**src/rtl/fpmul_arbiter.sv**
```systemverilog
// fpmul_arbiter: shares one pipelined single-precision multiplier between two
// requesters. Round-robin grant and one issue per cycle. A tag pipe follows
// each operation through the multiplier so that every product returns to the
// port that issued it. A saturating counter records overflowed products.
module fpmul_arbiter #(
  parameter int LATENCY = 3,   // multiplier latency in cycles, legal 1..8
  parameter int CNT_W   = 16   // width of the overflow event counter
) (
  input  logic             clock,
  input  logic             reset,        // asynchronous, active-low

  input  logic             req0_valid,
  output logic             req0_ready,
  input  logic [31:0]      req0_a,
  input  logic [31:0]      req0_b,

  input  logic             req1_valid,
  output logic             req1_ready,
  input  logic [31:0]      req1_a,
  input  logic [31:0]      req1_b,

  output logic             mul_start,
  output logic [31:0]      mul_a,
  output logic [31:0]      mul_b,
  input  logic [31:0]      mul_result,
  input  logic             mul_overflow,

  output logic             resp0_valid,
  output logic             resp1_valid,
  output logic [31:0]      resp_data,
  output logic             resp_overflow,
  output logic             busy,
  output logic [CNT_W-1:0] ovf_count
);

  // Entry 0 is the mul_start cycle. The multiplier samples one edge later
  // and holds its result LATENCY cycles after that. So the last entry
  // (index LATENCY+1) lines up with the cycle where mul_result is valid.
  localparam int DEPTH = LATENCY + 2;

  localparam logic [CNT_W-1:0] CNT_MAX = {CNT_W{1'b1}};
  localparam logic [CNT_W-1:0] CNT_ONE = {{(CNT_W-1){1'b0}}, 1'b1};

  typedef struct packed {
    logic valid;
    logic id;      // originating port
  } tag_t;

  logic  last_grant;
  logic  grant0;
  logic  grant1;
  logic  busy_c;
  tag_t  tag_q [DEPTH];
  tag_t  tag_out;

  // Combinational round-robin grant. A sole requester always wins. Under
  // contention, the port that did not win last time wins.
  // NOTE: every signal in an always_comb gets a default assignment first.
  //       Otherwise a path that skips the assignment infers a latch.
  always_comb begin
    grant0 = 1'b0;
    grant1 = 1'b0;
    if (req0_valid && req1_valid) begin
      grant0 = last_grant;
      grant1 = ~last_grant;
    end else begin
      grant0 = req0_valid;
      grant1 = req1_valid;
    end
  end

  assign req0_ready = grant0;
  assign req1_ready = grant1;

  // Issue stage: register the winning operands and pulse mul_start.
  // last_grant resets to 1, so port 0 wins the first contention.
  // NOTE: clocked state uses non-blocking (<=) assignments only. All
  //       registers then update together at the edge, and the block
  //       order does not matter.
  always_ff @(posedge clock or negedge reset) begin
    if (!reset) begin
      last_grant <= 1'b1;
      mul_start  <= 1'b0;
      mul_a      <= '0;
      mul_b      <= '0;
    end else if (grant0) begin
      last_grant <= 1'b0;
      mul_start  <= 1'b1;
      mul_a      <= req0_a;
      mul_b      <= req0_b;
    end else if (grant1) begin
      last_grant <= 1'b1;
      mul_start  <= 1'b1;
      mul_a      <= req1_a;
      mul_b      <= req1_b;
    end else begin
      mul_start  <= 1'b0;
    end
  end

  // Tag pipe: shift {valid, id} alongside the multiplier pipeline.
  // NOTE: this small register array is reset on purpose. Clearing the valid
  //       bits is what discards in-flight operations when reset asserts.
  //       Large data memories normally stay unreset.
  always_ff @(posedge clock or negedge reset) begin
    if (!reset) begin
      for (int i = 0; i < DEPTH; i++) begin
        tag_q[i] <= '0;
      end
    end else begin
      tag_q[0] <= '{valid: grant0 | grant1, id: grant1};
      for (int i = 1; i < DEPTH; i++) begin
        tag_q[i] <= tag_q[i-1];
      end
    end
  end

  assign tag_out = tag_q[DEPTH-1];

  // Response stage: capture the product and steer a one-cycle valid pulse
  // to the port named by the tag. Data holds between responses.
  always_ff @(posedge clock or negedge reset) begin
    if (!reset) begin
      resp0_valid   <= 1'b0;
      resp1_valid   <= 1'b0;
      resp_data     <= '0;
      resp_overflow <= 1'b0;
    end else if (tag_out.valid) begin
      resp0_valid   <= ~tag_out.id;
      resp1_valid   <= tag_out.id;
      resp_data     <= mul_result;
      resp_overflow <= mul_overflow;
    end else begin
      resp0_valid   <= 1'b0;
      resp1_valid   <= 1'b0;
    end
  end

  // Overflow counter: count responses that carry the overflow flag.
  // The counter saturates at all-ones.
  always_ff @(posedge clock or negedge reset) begin
    if (!reset) begin
      ovf_count <= '0;
    end else if (tag_out.valid && mul_overflow && (ovf_count != CNT_MAX)) begin
      ovf_count <= ovf_count + CNT_ONE;
    end
  end

  // Busy: something is in flight anywhere from mul_start to the result cycle.
  always_comb begin
    busy_c = 1'b0;
    for (int i = 0; i < DEPTH; i++) begin
      busy_c = busy_c | tag_q[i].valid;
    end
  end

  assign busy = busy_c;

endmodule

```
**config.mk**
```make
export PLATFORM = sky130hd
export DESIGN_NAME = fpmul_arbiter
export DESIGN_NICKNAME = d
export VERILOG_FILES = /design/src/rtl/fpmul_arbiter.sv
export SDC_FILE = /design/constraint.sdc
export NUM_CORES = 1
export LEC_CHECK = 0
export CAP_MARGIN = 30
export CORE_UTILIZATION = 44
export CTS_BUF_LIST = sky130_fd_sc_hd__clkbuf_16
export DETAILED_ROUTE_END_ITERATION = 12
export PLACE_DENSITY = 0.86
export SETUP_SLACK_MARGIN = 0.3
export SKIP_CTS_REPAIR_TIMING = 1
export SLEW_MARGIN = 25
export SYNTH_ARGS = -nofsm -noshare
export SYNTH_HDL_FRONTEND = slang
export SYNTH_SLANG_ARGS = --single-unit
```
**constraint.sdc**
```tcl
create_clock -name clock -period 6.1 [get_ports clock]
set_input_delay 1.83 -clock clock [delete_from_list [all_inputs] [get_ports clock]]
set_output_delay 1.83 -clock clock [all_outputs]
set_load 0.02 [all_outputs]
```
After elaboration in Yosys (flattened, before gate mapping)
Cells that the tools add are included.
{"block": "word_totals", "reg_bits": 127, "out_inout_bits": 119, "elab_cells": 44}
{"block": "op_classes", "add_sub_neg": 1, "n_eq_ne": 1, "n_mux": 12, "bitwise_logic": 7, "n_reduce_logical": 4}
{"cell": "32-bit two-way mux", "count": 4}
{"cell": "16-bit by 1-bit adder with 16-bit output (second input constant)", "count": 1}
{"cell": "16-bit inequality test (second input constant)", "count": 1}
{"cell": "1-bit two-way mux", "count": 8}
{"cell": "1-bit bitwise OR", "count": 5}
{"cell": "1-bit logical AND", "count": 3}
{"cell": "1-bit NOT", "count": 2}
{"cell": "2-bit nonzero test", "count": 1}

Longest topological paths before layout
{"block": "logic_depth", "word_depth": 4, "ltp_mapped": 6, "mapped_depth_nobuf": 5}

Worst setup path after synthesis
OpenSTA, ideal clock, no wires.
{"block": "synth_path", "path_type": "input-to-output", "start": "input req1_valid", "end": "output req0_ready", "arrival_ns": 2.858, "required_time_ns": 4.270, "path_slack_ns": 1.412, "path_stages": 4, "n_path_buf": 3, "cell_sequence": "clkbuf_1 > clkbuf_1 > clkbuf_1 > a21boi_0"}
{"block": "synth_via", "elab_chain_len": 2}
{"element": "from (decl)", "line_no": "17", "text": "input logic req1_valid,"}
{"element": "1-bit logical AND", "line_no": "63", "text": "if (req0_valid && req1_valid) begin"}
{"element": "1-bit two-way mux", "line_no": "63"}
{"element": "to (decl)", "line_no": "13", "text": "output logic req0_ready,"}
No other way between the ends.

Worst setup path after layout
{"block": "layout_path", "start": "input req0_valid", "end": "output req0_ready"}
{"block": "layout_via", "elab_chain_len": 2}
{"element": "from (decl)", "line_no": "12", "text": "input logic req0_valid,"}
{"element": "1-bit logical AND", "line_no": "63"}
{"element": "1-bit two-way mux (*)", "line_no": "63"}
Mark *: on every way between the ends. The rest lies on a longest branch, timed or not.

==> results.sh <==
export IMPL_synth_nets=686
export IMPL_grt_first_pass_wirelength_um=27100
export IMPL_synth_area_per_cell_um2=11.1
export IMPL_crit_required_ps=4270
export IMPL_yosysUniqueCellTypes=36
export IMPL_vias_per_cell=5.33
export IMPL_cap_violations=0
export IMPL_start_util_pct=45.4
export IMPL_grt_usage_pct=26.5
export IMPL_num_fill_cells=872
export IMPL_wire_per_inst_um=18.3
export IMPL_antenna_found_initial=0
export IMPL_synth_area_um2=5750
export IMPL_ys_ff_latch=126
export IMPL_fin_tns_setup_ps=0
export IMPL_final_hold_viol_count=0
export IMPL_timing_rr_start="ovf_count[0]$_DFFE_PN0P_"
export IMPL_worstSetupPathType="input port to output port"
export IMPL_r2r_end="ovf_count[1]$_DFFE_PN0P_"
export IMPL_cp_end_kind="output port"
export IMPL_drv_slew=0
export IMPL_final_util_pct=73.6
export IMPL_synth_flop_cell="dfrtp_1"
export IMPL_firstDrtPassIters=4
export IMPL_skew_ps=10.3
export IMPL_die_w_um=116
export IMPL_start_kind="input port"
export IMPL_grt_ovfl_total=0
export IMPL_p_sw_share_pct=28.7
export IMPL_fin_crit_sh_pct=77.6
export IMPL_worstMarginPinSlew_ps=828
export IMPL_diodes=0
export IMPL_syn_inst=520
export IMPL_cp_startpoint="req0_valid"
export IMPL_dp_hpwl_um=12600
export IMPL_port_buffers=283
export IMPL_status="finished, final reports clean"
export IMPL_dp_cells=949
export IMPL_clk_pin_slew_ps=50
export IMPL_grt_pass1_vias=5505
export IMPL_cts_sinks=126
export IMPL_chipHeight_um=116
export IMPL_gp_congestion=0.907
export IMPL_syn2layout_area_growth_pct=62.3
export IMPL_die_area_um2=13500
export IMPL_max_freq_mhz=211
export IMPL_cp_cell_sequence="buf_2 -> a21boi_0 -> clkdlybuf4s50_1"
export IMPL_cts_root_buf="clkbuf_16"
export IMPL_wl_um=18000
export IMPL_period_needed_ps=4730
export IMPL_vias=5225
export IMPL_dpl_worst_slack_ps=1380
export IMPL_cts_inserted_buffers=17
export IMPL_worstSkewPairLatency_ps=420
export IMPL_intPower_uw=2010
export IMPL_drt_iter0_drc=306
export IMPL_cp_num_cells=3
export IMPL_drc=0
export IMPL_cts_path_max_buffers=2
export IMPL_critPathMaxFanout=7
export IMPL_cpMaxStageDelayCell="clkdlybuf4s50_1"
export IMPL_clockPowerShare_pct=36.8
export IMPL_yosysWarnings=0
export IMPL_switchingPower_uw=808
export IMPL_rsz0062_at_grt="no"
export IMPL_cp_num_buf_inv=2
export IMPL_synth_edff_count=0
export IMPL_r2r_slack_ps=4250
export IMPL_ant_nets=0
export IMPL_holdPathStages=0
export IMPL_layout_drive_gt1_share_pct=17.8
export IMPL_multi_input_area_um2=2450
export IMPL_grt_max_degree=66
export IMPL_cp_endpoint="req0_ready"
export IMPL_vdd_ir_drop_max_uv=189
export IMPL_seq_area_frac_synth_pct=54.9
export IMPL_power_frac_seq_pct=36.6
export IMPL_fin_cells=981
export IMPL_nNetsFinal=962
export IMPL_setup_viol=0
export IMPL_seq_area_um2=3150
export IMPL_rows=41
export IMPL_critPathTopFamily="buffers and inverters"
export IMPL_pwr_density_cell_nw_per_um2=302
export IMPL_slowest_delay_ps=670
export IMPL_ios=284
export IMPL_fin_ws_ps=1370
export IMPL_h_tree_depth=4
export IMPL_hp_class="register to register"
export IMPL_reg2regPathDepth=5
export IMPL_core_area_um2=12700
export IMPL_p_leak_uw=0.00383
export IMPL_tritoncts="built"
export IMPL_power_share_combinational_pct=26.6
export IMPL_relSlewSlack_pct=44.8
export IMPL_ys_async_sr_fraction_pct=100
export IMPL_worst_endpoint_arrival_ps=2900
==> kinds of logic (layout without fill, tap and decap cells) <==
group	count (synthesis)	after routing	share of synthesized area [%]
compound gates	72	72	7.83
xor+xnor	11	11	1.68
fa+ha+maj	1	1	0.218
buf+inv	37	326	2.61
flops	126	126	54.9
mux	99	99	19.5
simple gates	174	174	13.3
==> per-stage QoR <==
step	hold slack [ps]	instance area (µm²)	power, µW
after global placement	333	8700	1760
after CTS	344	9330	2840
after detailed placement	336	8730	1790
after global routing	349	9330	2930
after floorplan	331	5750	1380
final	344	9330	2820
==> flip-flops by register name, indices dropped and copies added (netlist names) <==
signal / count
resp0_valid: 1
ovf_count: 16
last_grant: 1
mul_b: 32
resp_overflow: 1
mul_a: 32
tag_q: 7
tag_out: 2
resp_data: 32
mul_start: 1
resp1_valid: 1
==> how the worst min path moves through the flow <==
stage,slack (ps),to,startpoint
2_1_floorplan,330,tag_out[0]$_DFF_PN0_,tag_q[2]$_DFF_PN0_
3_3_place_gp,330,tag_q[4]$_DFF_PN0_,tag_q[6]$_DFF_PN0_
3_5_place_dp,340,tag_q[2]$_DFF_PN0_,tag_q[4]$_DFF_PN0_
4_1_cts,340,tag_out[0]$_DFF_PN0_,tag_q[2]$_DFF_PN0_
5_1_grt,350,tag_out[0]$_DFF_PN0_,tag_q[2]$_DFF_PN0_
6_report,340,tag_q[6]$_DFF_PN0_,tag_q[8]$_DFF_PN0_
==> Yosys cell counts (2+ instances only) <==
cell type  count  area share [%]
and2_1         2            0.22
and3_1         3            0.33
buf_1          9            0.59
buf_2          9            0.78
clkbuf_1      15            0.98
dfrtp_1      125              54
inv_1          4            0.26
mux2_2        98              19
nand2_1        7            0.46
nand3_1        4            0.35
nand4_1        8            0.87
nand4b_1       2            0.30
nor2_1       132             8.6
nor2b_1        2            0.22
nor3_1         4            0.35
nor4_1         2            0.22
o21ai_0        3            0.26
o22ai_1       64             7.0
xnor2_1        7             1.1
xor2_1         4            0.61
==> cell usage in the layout, fill, tap and decap left out, types with 2 or more instances in the layout <==
master | netlist | layout
and2_1 | 2 | 2
and3_1 | 3 | 3
buf_2 | 9 | 2
buf_4 | 0 | 7
bufinv_16 | 0 | 4
clkbuf_16 | 0 | 17
clkdlybuf4s50_1 | 0 | 280
clkinv_1 | 0 | 4
clkinv_2 | 0 | 3
clkinvlp_4 | 0 | 2
dfrtp_1 | 125 | 125
inv_1 | 4 | 5
mux2_2 | 98 | 98
nand2_1 | 7 | 5
nand2_2 | 0 | 2
nand3_1 | 4 | 4
nand4_1 | 8 | 8
nand4b_1 | 2 | 2
nor2_1 | 132 | 132
nor2b_1 | 2 | 2
nor3_1 | 4 | 4
nor4_1 | 2 | 2
o21ai_0 | 3 | 3
o22ai_1 | 64 | 64
xnor2_1 | 7 | 7
xor2_1 | 4 | 4
==> routing by layer <==
| layer | up-vias | track usage (%) | routed length, µm |
|---|---|---|---|
| li1 | 2397 | - | - |
| met1 | 2541 | 28.4 | 6690 |
| met2 | 253 | 45.9 | 9110 |
| met3 | 34 | 11.0 | 1710 |
| met4 | 0 | 11.1 | 467 |
| met5 | - | 0 | 0 |
==> power groups by stage <==
stage	clock network (µW)	logic, µW	registers, µW
after floorplan	0	224	1150
after global placement	0	724	1030
final	1040	750	1030
after global routing	1090	797	1040
after CTS	1050	755	1030
after detailed placement	0	748	1040
==> final cells by class <==
| cell class | count | share of cell area, % |
|---|---|---|
| clock buffers | 17 | 4.56 |
| multi-input cells | 357 | 26.3 |
| repair buffers | 290 | 31.0 |
| well taps | 172 | 2.31 |
| inverters | 4 | 0.161 |
| clock inverters | 15 | 1.90 |
| flip-flops and latches | 126 | 33.8 |
Note: power is estimated with default switching activity, not from simulation.
